===== config.mk =====
export PLATFORM = sky130hd
export DESIGN_NAME = operand_loader
export DESIGN_NICKNAME = d
export VERILOG_FILES = /design/src/rtl/divisor_pkg.sv /design/src/rtl/dec_accum.sv /design/src/rtl/operand_loader.sv
export SDC_FILE = /design/constraint.sdc
export NUM_CORES = 1
export LEC_CHECK = 0
export ABC_AREA = 1
export CAP_MARGIN = 20
export CORE_MARGIN = 4
export CORE_UTILIZATION = 50
export CTS_BUF_LIST = sky130_fd_sc_hd__clkbuf_4 sky130_fd_sc_hd__clkbuf_8
export CTS_CLUSTER_DIAMETER = 40
export CTS_CLUSTER_SIZE = 20
export DETAILED_ROUTE_END_ITERATION = 8
export PLACE_DENSITY = 0.85
export SETUP_SLACK_MARGIN = 0.2
export SLEW_MARGIN = 40
export SYNTH_ARGS = -nofsm -noshare
export SYNTH_HDL_FRONTEND = slang
export SYNTH_SLANG_ARGS = --single-unit

===== constraint.sdc =====
create_clock -name clk -period 2.5 [get_ports clk]
set_input_delay 0.375 -clock clk [delete_from_list [all_inputs] [get_ports clk]]
set_output_delay 0.375 -clock clk [all_outputs]
set_load 0.05 [all_outputs]

===== src/rtl/divisor_pkg.sv =====
// Shared types and key codes for the operand-entry stage in front of the divider.
package divisor_pkg;

    typedef enum logic [1:0] {
        S_A   = 2'd0,
        S_B   = 2'd1,
        S_OUT = 2'd2
    } load_state_t;

    localparam logic [3:0] KEY_ENTER = 4'hA;
    localparam logic [3:0] KEY_CLEAR = 4'hB;

    // Decimal digit keys occupy codes 0x0-0x9.
    function automatic logic is_digit(input logic [3:0] code);
        return code <= 4'd9;
    endfunction

endpackage


===== src/rtl/dec_accum.sv =====
// Decimal accumulator for one operand: value = value*10 + digit, with a
// digit-count limit and a range limit of 2^N-1. `ok` tells the FSM whether
// the digit currently on `digit` would be accepted.
module dec_accum #(
    parameter int N          = 4,
    parameter int MAX_DIGITS = 2
) (
    input  logic         clk,
    input  logic         rst,
    input  logic [3:0]   digit,
    input  logic         load,
    input  logic         clr,
    input  logic         done,
    output logic [N-1:0] value,
    output logic         ok,
    output logic         empty
);

    localparam int CW = $clog2(MAX_DIGITS + 1);
    localparam logic [CW-1:0] MAX_CNT = CW'(MAX_DIGITS);
    localparam logic [N+3:0]  MAX_VAL = {4'b0000, {N{1'b1}}};

    logic [CW-1:0] count;
    logic [N+3:0]  cand;
    logic [N+3:0]  cur_wide;

    // value*10 as (value<<3)+(value<<1); N+4 bits hold (2^N-1)*10+9.
    assign cur_wide = {4'b0000, value};
    assign cand     = (cur_wide << 3) + (cur_wide << 1) + {{N{1'b0}}, digit};
    assign ok       = (count < MAX_CNT) && (cand <= MAX_VAL);
    assign empty    = (count == '0);

    // Operand and digit count: clear wins, then digit load, then count reset on ENTER.
    always_ff @(posedge clk or posedge rst) begin
        // NOTE: sequential state uses non-blocking (<=) so every register
        // samples pre-edge values regardless of block evaluation order.
        if (rst) begin
            value <= '0;
            count <= '0;
        end else if (clr) begin
            value <= '0;
            count <= '0;
        end else if (load) begin
            value <= cand[N-1:0];
            count <= count + CW'(1);
        end else if (done) begin
            count <= '0;
        end
    end

endmodule


===== src/rtl/operand_loader.sv =====
// Operand-entry stage: collects dividend A and divisor B from keypad digits,
// then presents the pair under a valid/ready handshake to the divider.
module operand_loader
    import divisor_pkg::*;
#(
    parameter int N          = 4,
    parameter int MAX_DIGITS = 2
) (
    input  logic         clk,
    input  logic         rst,
    input  logic         key_valid,
    input  logic [3:0]   key_code,
    input  logic         op_ready,
    output logic [N-1:0] A,
    output logic [N-1:0] B,
    output logic         op_valid,
    output logic         div_zero,
    output logic         entry_err,
    output logic         sel_b
);

    load_state_t state, state_next;

    logic a_load, a_clr, a_done, a_ok, a_empty;
    logic b_load, b_clr, b_done, b_ok, b_empty;
    logic err_next, dz_next;
    logic key_digit, key_enter, key_clear, xfer;

    assign key_digit = key_valid && is_digit(key_code);
    assign key_enter = key_valid && (key_code == KEY_ENTER);
    assign key_clear = key_valid && (key_code == KEY_CLEAR);
    assign xfer      = (state == S_OUT) && op_ready;

    assign op_valid  = (state == S_OUT);
    assign sel_b     = (state == S_B);

    dec_accum #(.N(N), .MAX_DIGITS(MAX_DIGITS)) u_acc_a (
        .clk   (clk),
        .rst   (rst),
        .digit (key_code),
        .load  (a_load),
        .clr   (a_clr),
        .done  (a_done),
        .value (A),
        .ok    (a_ok),
        .empty (a_empty)
    );

    dec_accum #(.N(N), .MAX_DIGITS(MAX_DIGITS)) u_acc_b (
        .clk   (clk),
        .rst   (rst),
        .digit (key_code),
        .load  (b_load),
        .clr   (b_clr),
        .done  (b_done),
        .value (B),
        .ok    (b_ok),
        .empty (b_empty)
    );

    // Key decode and next-state: a transfer in S_OUT takes priority over CLEAR.
    always_comb begin
        // NOTE: every output of this block gets a default first so no path
        // leaves a signal unassigned, which would infer a latch.
        state_next = state;
        a_load     = 1'b0;
        a_clr      = 1'b0;
        a_done     = 1'b0;
        b_load     = 1'b0;
        b_clr      = 1'b0;
        b_done     = 1'b0;
        err_next   = 1'b0;
        dz_next    = div_zero;

        case (state)
            S_A: begin
                if (key_digit) begin
                    if (a_ok) a_load   = 1'b1;
                    else      err_next = 1'b1;
                end else if (key_enter) begin
                    if (a_empty) begin
                        err_next = 1'b1;
                    end else begin
                        a_done     = 1'b1;
                        state_next = S_B;
                    end
                end else if (key_clear) begin
                    a_clr = 1'b1;
                end
            end
            S_B: begin
                if (key_digit) begin
                    if (b_ok) b_load   = 1'b1;
                    else      err_next = 1'b1;
                end else if (key_enter) begin
                    if (b_empty) begin
                        err_next = 1'b1;
                    end else begin
                        b_done     = 1'b1;
                        dz_next    = (B == '0);
                        state_next = S_OUT;
                    end
                end else if (key_clear) begin
                    b_clr = 1'b1;
                end
            end
            S_OUT: begin
                // Digits and ENTER are silently ignored while the pair is held.
                if (xfer || key_clear) begin
                    a_clr      = 1'b1;
                    b_clr      = 1'b1;
                    dz_next    = 1'b0;
                    state_next = S_A;
                end
            end
            default: begin
                a_clr      = 1'b1;
                b_clr      = 1'b1;
                dz_next    = 1'b0;
                state_next = S_A;
            end
        endcase
    end

    // FSM state, divide-by-zero flag and the one-cycle error pulse.
    always_ff @(posedge clk or posedge rst) begin
        if (rst) begin
            state     <= S_A;
            div_zero  <= 1'b0;
            entry_err <= 1'b0;
        end else begin
            state     <= state_next;
            div_zero  <= dz_next;
            entry_err <= err_next;
        end
    end

endmodule


==> flow_summary.toml, run 1 <==
[worst_hold_path]
hp-class = "input pin to async pin"

[critical_path]
cp_slowest_stage_delay_ns = 0.59
worst_path_most_repeated_cell = "nand2_1"
critical_path.startpoint_type = "flip-flop"
worst-path-max-fanout = 8
crit_arrival_ns = 2.37
cp_slowest_cell = "fa_1"
cp_num_buf_inv = 2
worst_path_dominant_cell_family = "adder cells"
crit_path_category = "flip-flop to flip-flop"
cp_data_required_time_ns = 2.67
cp_cell_sequence = "inv_2 > fa_1 > inv_1 > ha_1 > nand2_1 > nand2_1 > a21oi_2 > nand3_4 > nand3_2 > o21ai_0"
r2r_slack_ns = 0.30
endpoint_kind = "flip-flop"

[pwr]
power.leakage_uw = 0.0007858
pwr_density_cell_mw_per_mm2 = 1364
design_power_total_uw = 2100
peakVddDrop_v = 0.0008109

[grt]
grt_start_max_net_pins = 17
global_route.overflow_total = 0
number_of_antenna_violations_at_the_first_check_in_global_routing = 0
via_count_of_the_first_global_routing_pass = 1144
first_pass_grt_wire_length_um = 4823
grt_usage_pct = 18.66

[placement]
globalplace.congestion = 0.8706
numPortBuffers = 19
hpwl_um = 2284

[synthesis]
synth_cells = 157
synth.yosys.seq_area_share_pct = 33.20
synth_cell_types = 13
synthesis.area_per_instance_sq_um = 7.683
flop_and_latch_count_out_of_synthesis = 16
number_of_synthesis_warnings = 0
mappedNetlistArea_sq_mm = 0.001206
synth_fp_nets = 185

[route]
drc = 0
routed_wire_length_per_instance_um = 13.76
drt-vias-per-instance = 5.438
drt_iter0_drc = 37
via_count = 1142
ant_nets_after_route = 0
postRouteWirelength_um = 2890
first_pass_iters = 4

[sta]
timing.final.setup_violations = 0
worst_slew_margin_rel_pct = 58.93
max_freq_ghz = 0.4553
tns_ns = 0
unrepaired_setup_endpoints_after_global_routing = "true"
worst_slew_pin_slew_ns = 0.6153
final.min_clock_period_ns = 2.197
fin_worst_skew_ns = 0.005154
final_min_period_over_clock_period_pct = 87.86
hold_violation_total_from_the_final_report = 0
final-max-slew-violation-count = 0

[cts]
tritoncts = "built"
clkSinkCount = 16
cts.root.buffer_cell = "clkbuf_4"
worst_setup_hold_path_clk_slew_ns = 0.09
clk_latency_ns = 0.29
cts_inserted_buffers = 3
cts_hold_buf = 0
cts_max_level = 1
clockBufferDepth = 2

[layout]
num_antenna_cells = 0
nets = 212
layout-area-overhead-vs-synth_pct = 27.70
post_route_cells_drive_above_1_share_pct = 15.38
mostFrequentLayoutCells = "29 x nand2_1, 24 x inv_1, 21 x nand3_1"
final_common_cell = "nand2_1"

[run]
drv_cap = 0

[floorplan]
die_boundary_width_um = 57.12
start_util_pct = 53.50
fp.coreArea_sq_mm = 0.002255
boundaryPins = 20
rows = 17
height_of_the_chip_um = 57.12
dieArea_sq_mm = 0.003262

[run_status]
status = "completed"
-- kinds of logic after synthesis --
kind of cell / Yosys count / synth area share [%]
buf+inv: 28 / 8.714
compound gates: 16 / 6.639
simple gates: 77 / 28.22
fa+ha+maj: 20 / 23.24
flops: 16 / 33.19
-- synthesized netlist by cell type --
cell type,count,share of area [%]
dfrtp_1,16,33
nand4_1,4,2.1
nand3_1,25,10
nand2_1,29,9.0
nor2_1,15,4.7
nor2_2,1,0.52
nor4_1,1,0.52
ha_1,16,17
fa_1,4,6.6
a21oi_1,6,2.5
o21ai_0,10,4.1
inv_1,28,8.7
and2_1,2,1.0
-- registers in the layout (all words and copies together), names as in the netlist --
name and count:
u_acc_a.value 4, u_acc_b.value 4, state 2, u_acc_a.count 2
u_acc_b.count 2, div_zero 1, entry_err 1
-- worst reg2reg max path: stages (launching register included) --
cell and delay [ns]:
dfrtp_2 0.40, inv_2 0.05, fa_1 0.59, inv_1 0.06, ha_1 0.28, nand2_1 0.07, nand2_1 0.07, a21oi_2 0.22
nand3_4 0.15, nand3_2 0.11, o21ai_0 0.08
-- through the flow --
stage	setup WS (ns)	hold WS (ns)	utilization, %	cell area, sq um	std cells
after detailed placement	-0.2542	0.5003	65.04	1466	205
after global placement	-0.1724	0.4935	65.04	1466	205
final	0.3035	0.4506	68.31	1540	210
after floorplan	0.2015	0.2885	-	1234	157
after global routing	0.1819	0.5414	68.31	1540	210
after CTS	0.2437	0.4794	66.15	1491	208
-- worst paths after layout --
kind | startpoint | to | cells after the start
min | rst | u_acc_a.count[0] | 2
max reg2reg | u_acc_b.value[2] | u_acc_b.value[3] | 10
max | u_acc_b.value[2] | u_acc_b.value[3] | 10
max in group asynchronous | rst | u_acc_b.value[2] | 2
min reg2reg | div_zero | div_zero | 2
min in group clk | div_zero | div_zero | 2
-- timing repair --
action                     CTS  global route
setup endpoints to repair   13            13
pin swaps                    8             3
buffers inserted             0             2
gates resized for setup      5             8
-- power breakdown --
group | switching (uW) | internal (uW)
Sequential | 121 | 381
Clock | 81.0 | 56.1
Combinational | 919 | 542
-- area by class of cell --
cell class | instances | area [sq um]
inverters | 28 | 105.1
repair buffers | 22 | 212.7
multi-input cells | 113 | 758.2
flip-flops and latches | 16 | 406.6
clock buffers | 3 | 22.52
well taps | 28 | 35.03
fillers | 187 | 714.4
-- layer usage --
metal,GRT usage (%),up-vias,wire length (um)
met5,0,-,0
met4,7.947,0,55
met3,2.489,7,148
met2,31.65,35,1411
met1,23.76,536,1274
li1,-,564,-
Note: power is estimated with default switching activity, not from simulation.
==> inputs of run 2 (changes only) <==
Settings changed: CORE_MARGIN 4 to 2.
==> run 2 against run 1 <==
Wire length rose by 2.5%. First-iteration DRC count rose by 24%. Cell count rose by 1.9%. Global-route usage rose by 3.9 points. Combinational power rose by 7%. Non-clock buffer count rose by 4. Clock power fell by 4%. Setup slack got worse by 0.018 ns. Worst hold slack improved by 0.0085 ns. Maximum frequency fell by 0.81%. Critical path type unchanged.
==> flow_summary.toml, run 2 (synthesis results as in run 1) <==
[layout]
mostFrequentLayoutCells = "29 x nand2_1, 24 x inv_1, 22 x nand3_1"
biggestRegsByFlops = "u_acc_a.value x4, u_acc_b.value x4"
post-route-util_pct = 70.31
nets = 216
num_antenna_cells = 0
final_common_cell = "nand2_1"
layout-area-overhead-vs-synth_pct = 31.43
post_route_cells_drive_above_1_share_pct = 17.20

[critical_path]
cp_slowest_cell = "fa_1"
crit_arrival_ns = 2.39
worst_path_dominant_cell_family = "adder cells"
worst_path_most_repeated_cell = "nand2_1"
reg2reg_to = "entry_err"
critical_path.startpoint_type = "flip-flop"
reg2regPathDepth = 10
crit_path_category = "flip-flop to flip-flop"
cp_cell_sequence = "inv_2 > fa_1 > fa_2 > nor2_2 > nand2_1 > a21oi_2 > and2_4 > a21oi_1 > nand2_1 > nand2_1"
cp_num_buf_inv = 1
endpoint_kind = "flip-flop"
r2r_slack_ns = 0.29
cp_slowest_stage_delay_ns = 0.53
worst-path-max-fanout = 5
r2r_start = "u_acc_b.value[2]"
cp_data_required_time_ns = 2.68

[pwr]
design_power_total_uw = 2193
power.leakage_uw = 0.0008041
pwr_density_cell_mw_per_mm2 = 1384
peakVddDrop_v = 0.0008283

[cts]
tritoncts = "built"
cts_hold_buf = 0
clockBufferDepth = 2
cts.root.buffer_cell = "clkbuf_4"
worst_setup_hold_path_clk_slew_ns = 0.09
clkSinkCount = 16
cts_inserted_buffers = 3
cts_max_level = 1
clk_latency_ns = 0.28

[sta]
timing.final.setup_violations = 0
fin_worst_skew_ns = 0.003086
final_min_period_over_clock_period_pct = 88.58
final-max-slew-violation-count = 0
max_freq_ghz = 0.4516
tns_ns = 0
worst_slew_pin_slew_ns = 0.6187
final.min_clock_period_ns = 2.214
unrepaired_setup_endpoints_after_global_routing = "false"
worst_slew_margin_rel_pct = 58.71
hold_violation_total_from_the_final_report = 0

[floorplan]
dieArea_sq_mm = 0.002821
height_of_the_chip_um = 53.12
boundaryPins = 20
rows = 17
fp.coreArea_sq_mm = 0.002255
die_boundary_width_um = 53.12
start_util_pct = 53.50

[placement]
globalplace.congestion = 0.8836
hpwl_um = 2299
numPortBuffers = 19

[route]
via_count = 1162
routed_wire_length_per_instance_um = 13.85
first_pass_iters = 4
drc = 0
highest_layer = "met4"
postRouteWirelength_um = 2963
route.met3.wl_um = 122
drt_iter0_drc = 46
routedLengthMet1_um = 1304
drt-vias-per-instance = 5.430
ant_nets_after_route = 0
dr_wl_met2_um = 1511

[grt]
via_count_of_the_first_global_routing_pass = 1100
number_of_antenna_violations_at_the_first_check_in_global_routing = 0
grt_usage_pct = 22.57
global_route.overflow_total = 0
grt_start_max_net_pins = 17
first_pass_grt_wire_length_um = 4623

[worst_hold_path]
hp-class = "input pin to async pin"

[run]
drv_cap = 0

[run_status]
status = "completed"
## run 2: worst max-delay path by stage
stage,startpoint,endpoint,slack (ns),cells past startpoint
finish,u_acc_b.value[2],entry_err,0.29,10
detailed placement,key_code[3],u_acc_a.value[3],-0.26,10
floorplan,u_acc_b.value[2],u_acc_b.value[3],0.20,9
global placement,key_code[3],u_acc_a.value[3],-0.17,10
global route,u_acc_b.value[1],u_acc_b.value[0],0.15,10
CTS,key_code[1],u_acc_b.count[0],0.23,11
## run 2: metrics by stage
step | cells | setup slack, ns | cell area, sq um | hold WS, ns
floorplan | 157 | 0.2015 | 1234 | 0.2885
global placement | 205 | -0.1718 | 1466 | 0.4938
detailed placement | 205 | -0.2615 | 1466 | 0.5052
CTS | 208 | 0.2275 | 1504 | 0.4781
global route | 214 | 0.1511 | 1585 | 0.5201
finish | 214 | 0.2856 | 1585 | 0.4591
## run 2: timing repair
| action | CTS | global route |
|---|---|---|
| pin swaps | 11 | 4 |
| endpoints found under the setup margin | 13 | 13 |
| endpoints found under the hold margin | 0 | 0 |
| buffers inserted | 0 | 6 |
| resized for setup | 7 | 7 |
## run 2: area by class of cell
| class | count | area, sq um |
|---|---|---|
| Timing Repair Buffer | 26 | 242.7 |
| Tap cell | 28 | 35.03 |
| Inverter | 28 | 105.1 |
| Sequential cell | 16 | 406.6 |
| Clock buffer | 3 | 22.52 |
| Multi-Input combinational cell | 113 | 773.2 |
| Fill cell | 180 | 669.4 |
## run 2: where the power goes
part | leakage [uW] | switching, uW | internal [uW]
Clock | 0.0000138 | 75.9 | 55.9
Combinational | 0.000590 | 958 | 603
Sequential | 0.000200 | 119 | 381
## run 2: layer usage
layer / up-vias / GRT usage, %
met1: 552 / 29.64
met2: 33 / 38.96
met5: - / 0
li1: 573 / -
met3: 4 / 1.695
met4: 0 / 7.692
==> inputs of run 3 (changes only) <==
Settings changed: ABC_AREA 1 to 0, PLACE_DENSITY 0.85 to 0.84, SYNTH_HIERARCHICAL set to 1.
==> run 3 against run 2 <==
The flow now finishes with violations (setup timing). Count of clock-buffer cells in the layout did not move. Critical path depth is 1 higher. Worst hold slack got worse by 0.11 ns. Combinational power is 4% higher. Global-route usage increased by 4.5 points. Clock skew is 0.00051 ns lower. Design area increased by 13%. Register-to-register slack lost 0.36 ns. Setup slack worse by 0.36 ns. First-iteration DRC count is 30% lower. Non-clock buffer count rose by 14. Largest cell class unchanged. Highest routed layer unchanged.
==> flow_summary.toml, run 3 <==
[floorplan]
start_util_pct = 51.54
dieArea_sq_mm = 0.002924
fp.coreArea_sq_mm = 0.002432
boundaryPins = 20
height_of_the_chip_um = 54.08
rows = 18
die_boundary_width_um = 54.08

[critical_path]
reg2reg_to = "u_acc_b/count[0]"
endpoint_kind = "flip-flop"
reg2regPathDepth = 11
cp_slowest_stage_delay_ns = 0.46
cp_cell_sequence = "inv_2 > fa_1 > fa_2 > a211oi_2 > mux2i_1 > nor3_2 > and3_4 > buf_6 > nor2_4 > mux2i_1 > nor2_1"
worst_path_dominant_cell_family = "adder cells"
cp_slowest_cell = "fa_1"
worst_path_most_repeated_cell = "mux2i_1"
worst-path-max-fanout = 3
crit_path_category = "flip-flop to flip-flop"
crit_arrival_ns = 2.77
critical_path.startpoint_type = "flip-flop"
r2r_slack_ns = -0.08
cp_data_required_time_ns = 2.69
r2r_start = "u_acc_b/value[0]"
cp_num_buf_inv = 2

[cts]
cts_hold_buf = 0
cts_max_level = 1
tritoncts = "built"
clk_latency_ns = 0.30
clockBufferDepth = 2
clkSinkCount = 16
worst_setup_hold_path_clk_slew_ns = 0.10
cts_inserted_buffers = 3
cts.root.buffer_cell = "clkbuf_4"

[route]
via_count = 1158
routedLengthMet1_um = 1366
first_pass_iters = 4
postRouteWirelength_um = 3513
routed_wire_length_per_instance_um = 17.05
route.met3.wl_um = 135
drc = 0
ant_nets_after_route = 0
drt-vias-per-instance = 5.621
highest_layer = "met4"
dr_wl_met2_um = 1928
drt_iter0_drc = 32

[placement]
post-place-ws_ns = -0.6998
hpwl_um = 2534
globalplace.congestion = 0.8211
numPortBuffers = 19

[pwr]
p_seq_share_pct = 21.2
peakVddDrop_v = 0.0008895
clkPwrFrac_pct = 6.6
power.leakage_uw = 0.0008472
comb_power_share_pct = 72.3
design_power_total_uw = 2238
pwr_density_cell_mw_per_mm2 = 1246
p_sw_uw = 1075
netSwitchingFraction_pct = 48.02
design_internal_power_uw = 1163

[worst_hold_path]
hp-class = "input pin to async pin"

[layout]
post_route_cells_drive_above_1_share_pct = 34.66
fill_cell_count = 171
final_common_cell = "inv_1"
nets = 206
num_antenna_cells = 0
layout-area-overhead-vs-synth_pct = 43.21
mostFrequentLayoutCells = "18 x inv_1, 17 x buf_4, 16 x nor2_1"
biggestRegsByFlops = "u_acc_a/value x4, u_acc_b/value x4"

[grt]
grt_start_max_net_pins = 9
global_route.overflow_total = 0
number_of_antenna_violations_at_the_first_check_in_global_routing = 0
first_pass_grt_wire_length_um = 5506
grt_usage_pct = 27.09
via_count_of_the_first_global_routing_pass = 1237

[synthesis]
synth.most_common_cell = "inv_1"
flop_and_latch_count_out_of_synthesis = 16
dominantRegCellSynth = "dfrtp_1"
synthesis.area_per_instance_sq_um = 9.218
synth.cells.most_frequent = "24 x inv_1, 19 x nor2_1, 16 x dfrtp_1, 16 x ha_1, 9 x mux2i_1"
synth.yosys.seq_area_share_pct = 31.94
mappedNetlistArea_sq_mm = 0.001254
number_of_synthesis_warnings = 6
synth_top_cell_by_area = "dfrtp_1"
async_flop_share_pct = 100.0
synth_fp_nets = 164
synth_top_cells_by_area = "dfrtp_1 32%, ha_1 16%, mux2i_1 7.2%, inv_1 7.2%, fa_1 6.4%"
synth_edf_count = 0
synth_cells = 136
area_fraction_of_the_dominant_cell_type_after_synthesis_pct = 31.94
synth_cell_types = 30

[sta]
max_freq_ghz = 0.3880
final_min_period_over_clock_period_pct = 103.1
final-max-slew-violation-count = 0
worst_slew_pin_slew_ns = 0.6585
tns_ns = -0.3067
timing.final.setup_violations = 8
fin_worst_skew_ns = 0.002574
finalWorstSetupSlack_ns = -0.07727
final.min_clock_period_ns = 2.577
holdWs_ns = 0.3478
hold_violation_total_from_the_final_report = 0
worst_slew_margin_rel_pct = 56.10
unrepaired_setup_endpoints_after_global_routing = "true"

[run]
drv_cap = 0

[run_status]
violations = "setup timing"
status = "finished, violations left"
## run 3: how the worst max path moves through the flow
stage	from	endpoint	slack, ns	cells after the start
floorplan	u_acc_b/value[2]	u_acc_b/count[1]	-0.08	11
global placement	key_code[3]	u_acc_b/count[1]	-0.53	13
detailed placement	key_code[2]	u_acc_a/value[2]	-0.70	12
CTS	u_acc_b/value[0]	u_acc_b/count[0]	-0.07	11
global route	u_acc_b/value[0]	u_acc_b/count[0]	-0.19	11
finish	u_acc_b/value[0]	u_acc_b/count[0]	-0.08	11
## run 3: logic make-up (layout without fill, tap and decap cells)
group	count (synthesis)	count (layout)	share of synthesized area (%)
DFF	16	16	31.94
AOI/OAI and AO/OA	19	19	10.58
adders and majority gates	20	20	22.36
and+or+nand+nor	45	45	19.56
buffers and inverters	27	67	8.383
muxes	9	9	7.186
## run 3: power by group through the flow
stage / combinational, uW / clock [uW] / sequential (uW)
floorplan: 688 / 0 / 670
global placement: 1240 / 0 / 469
detailed placement: 1310 / 0 / 474
CTS: 1480 / 147 / 467
global route: 1740 / 154 / 483
finish: 1620 / 147 / 474
## run 3: final cells by class
type / count / area (sq um) / share of cell area [%]
multi-input cells: 93 / 873.3 / 48.64
flip-flops and latches: 16 / 407.9 / 22.72
repair buffers: 40 / 364.1 / 20.28
inverters: 24 / 90.09 / 5.017
well taps: 30 / 37.54 / 2.091
clock buffers: 3 / 22.52 / 1.254
## run 3: stage by stage
| step | std cells | utilization [%] | area (sq um) |
|---|---|---|---|
| CTS | 205 | 71.76 | 1745 |
| finish | 206 | 73.82 | 1795 |
| global placement | 196 | 66.77 | 1624 |
| global route | 206 | 73.82 | 1795 |
| detailed placement | 196 | 66.77 | 1624 |
| floorplan | 136 | - | 1319 |
## run 3: what timing repair did
action	CTS	global route
pin swaps	13	8
cloned	0	0
buffers inserted	6	1
setup endpoints to repair	14	14
resized for setup	17	12
## run 3: per-layer routing
metal  GRT usage (%)  vias to the layer above
li1                -                      545
met1           30.65                      561
met2           48.58                       46
met3           3.056                        6
met4           15.83                        0
met5               0                        -
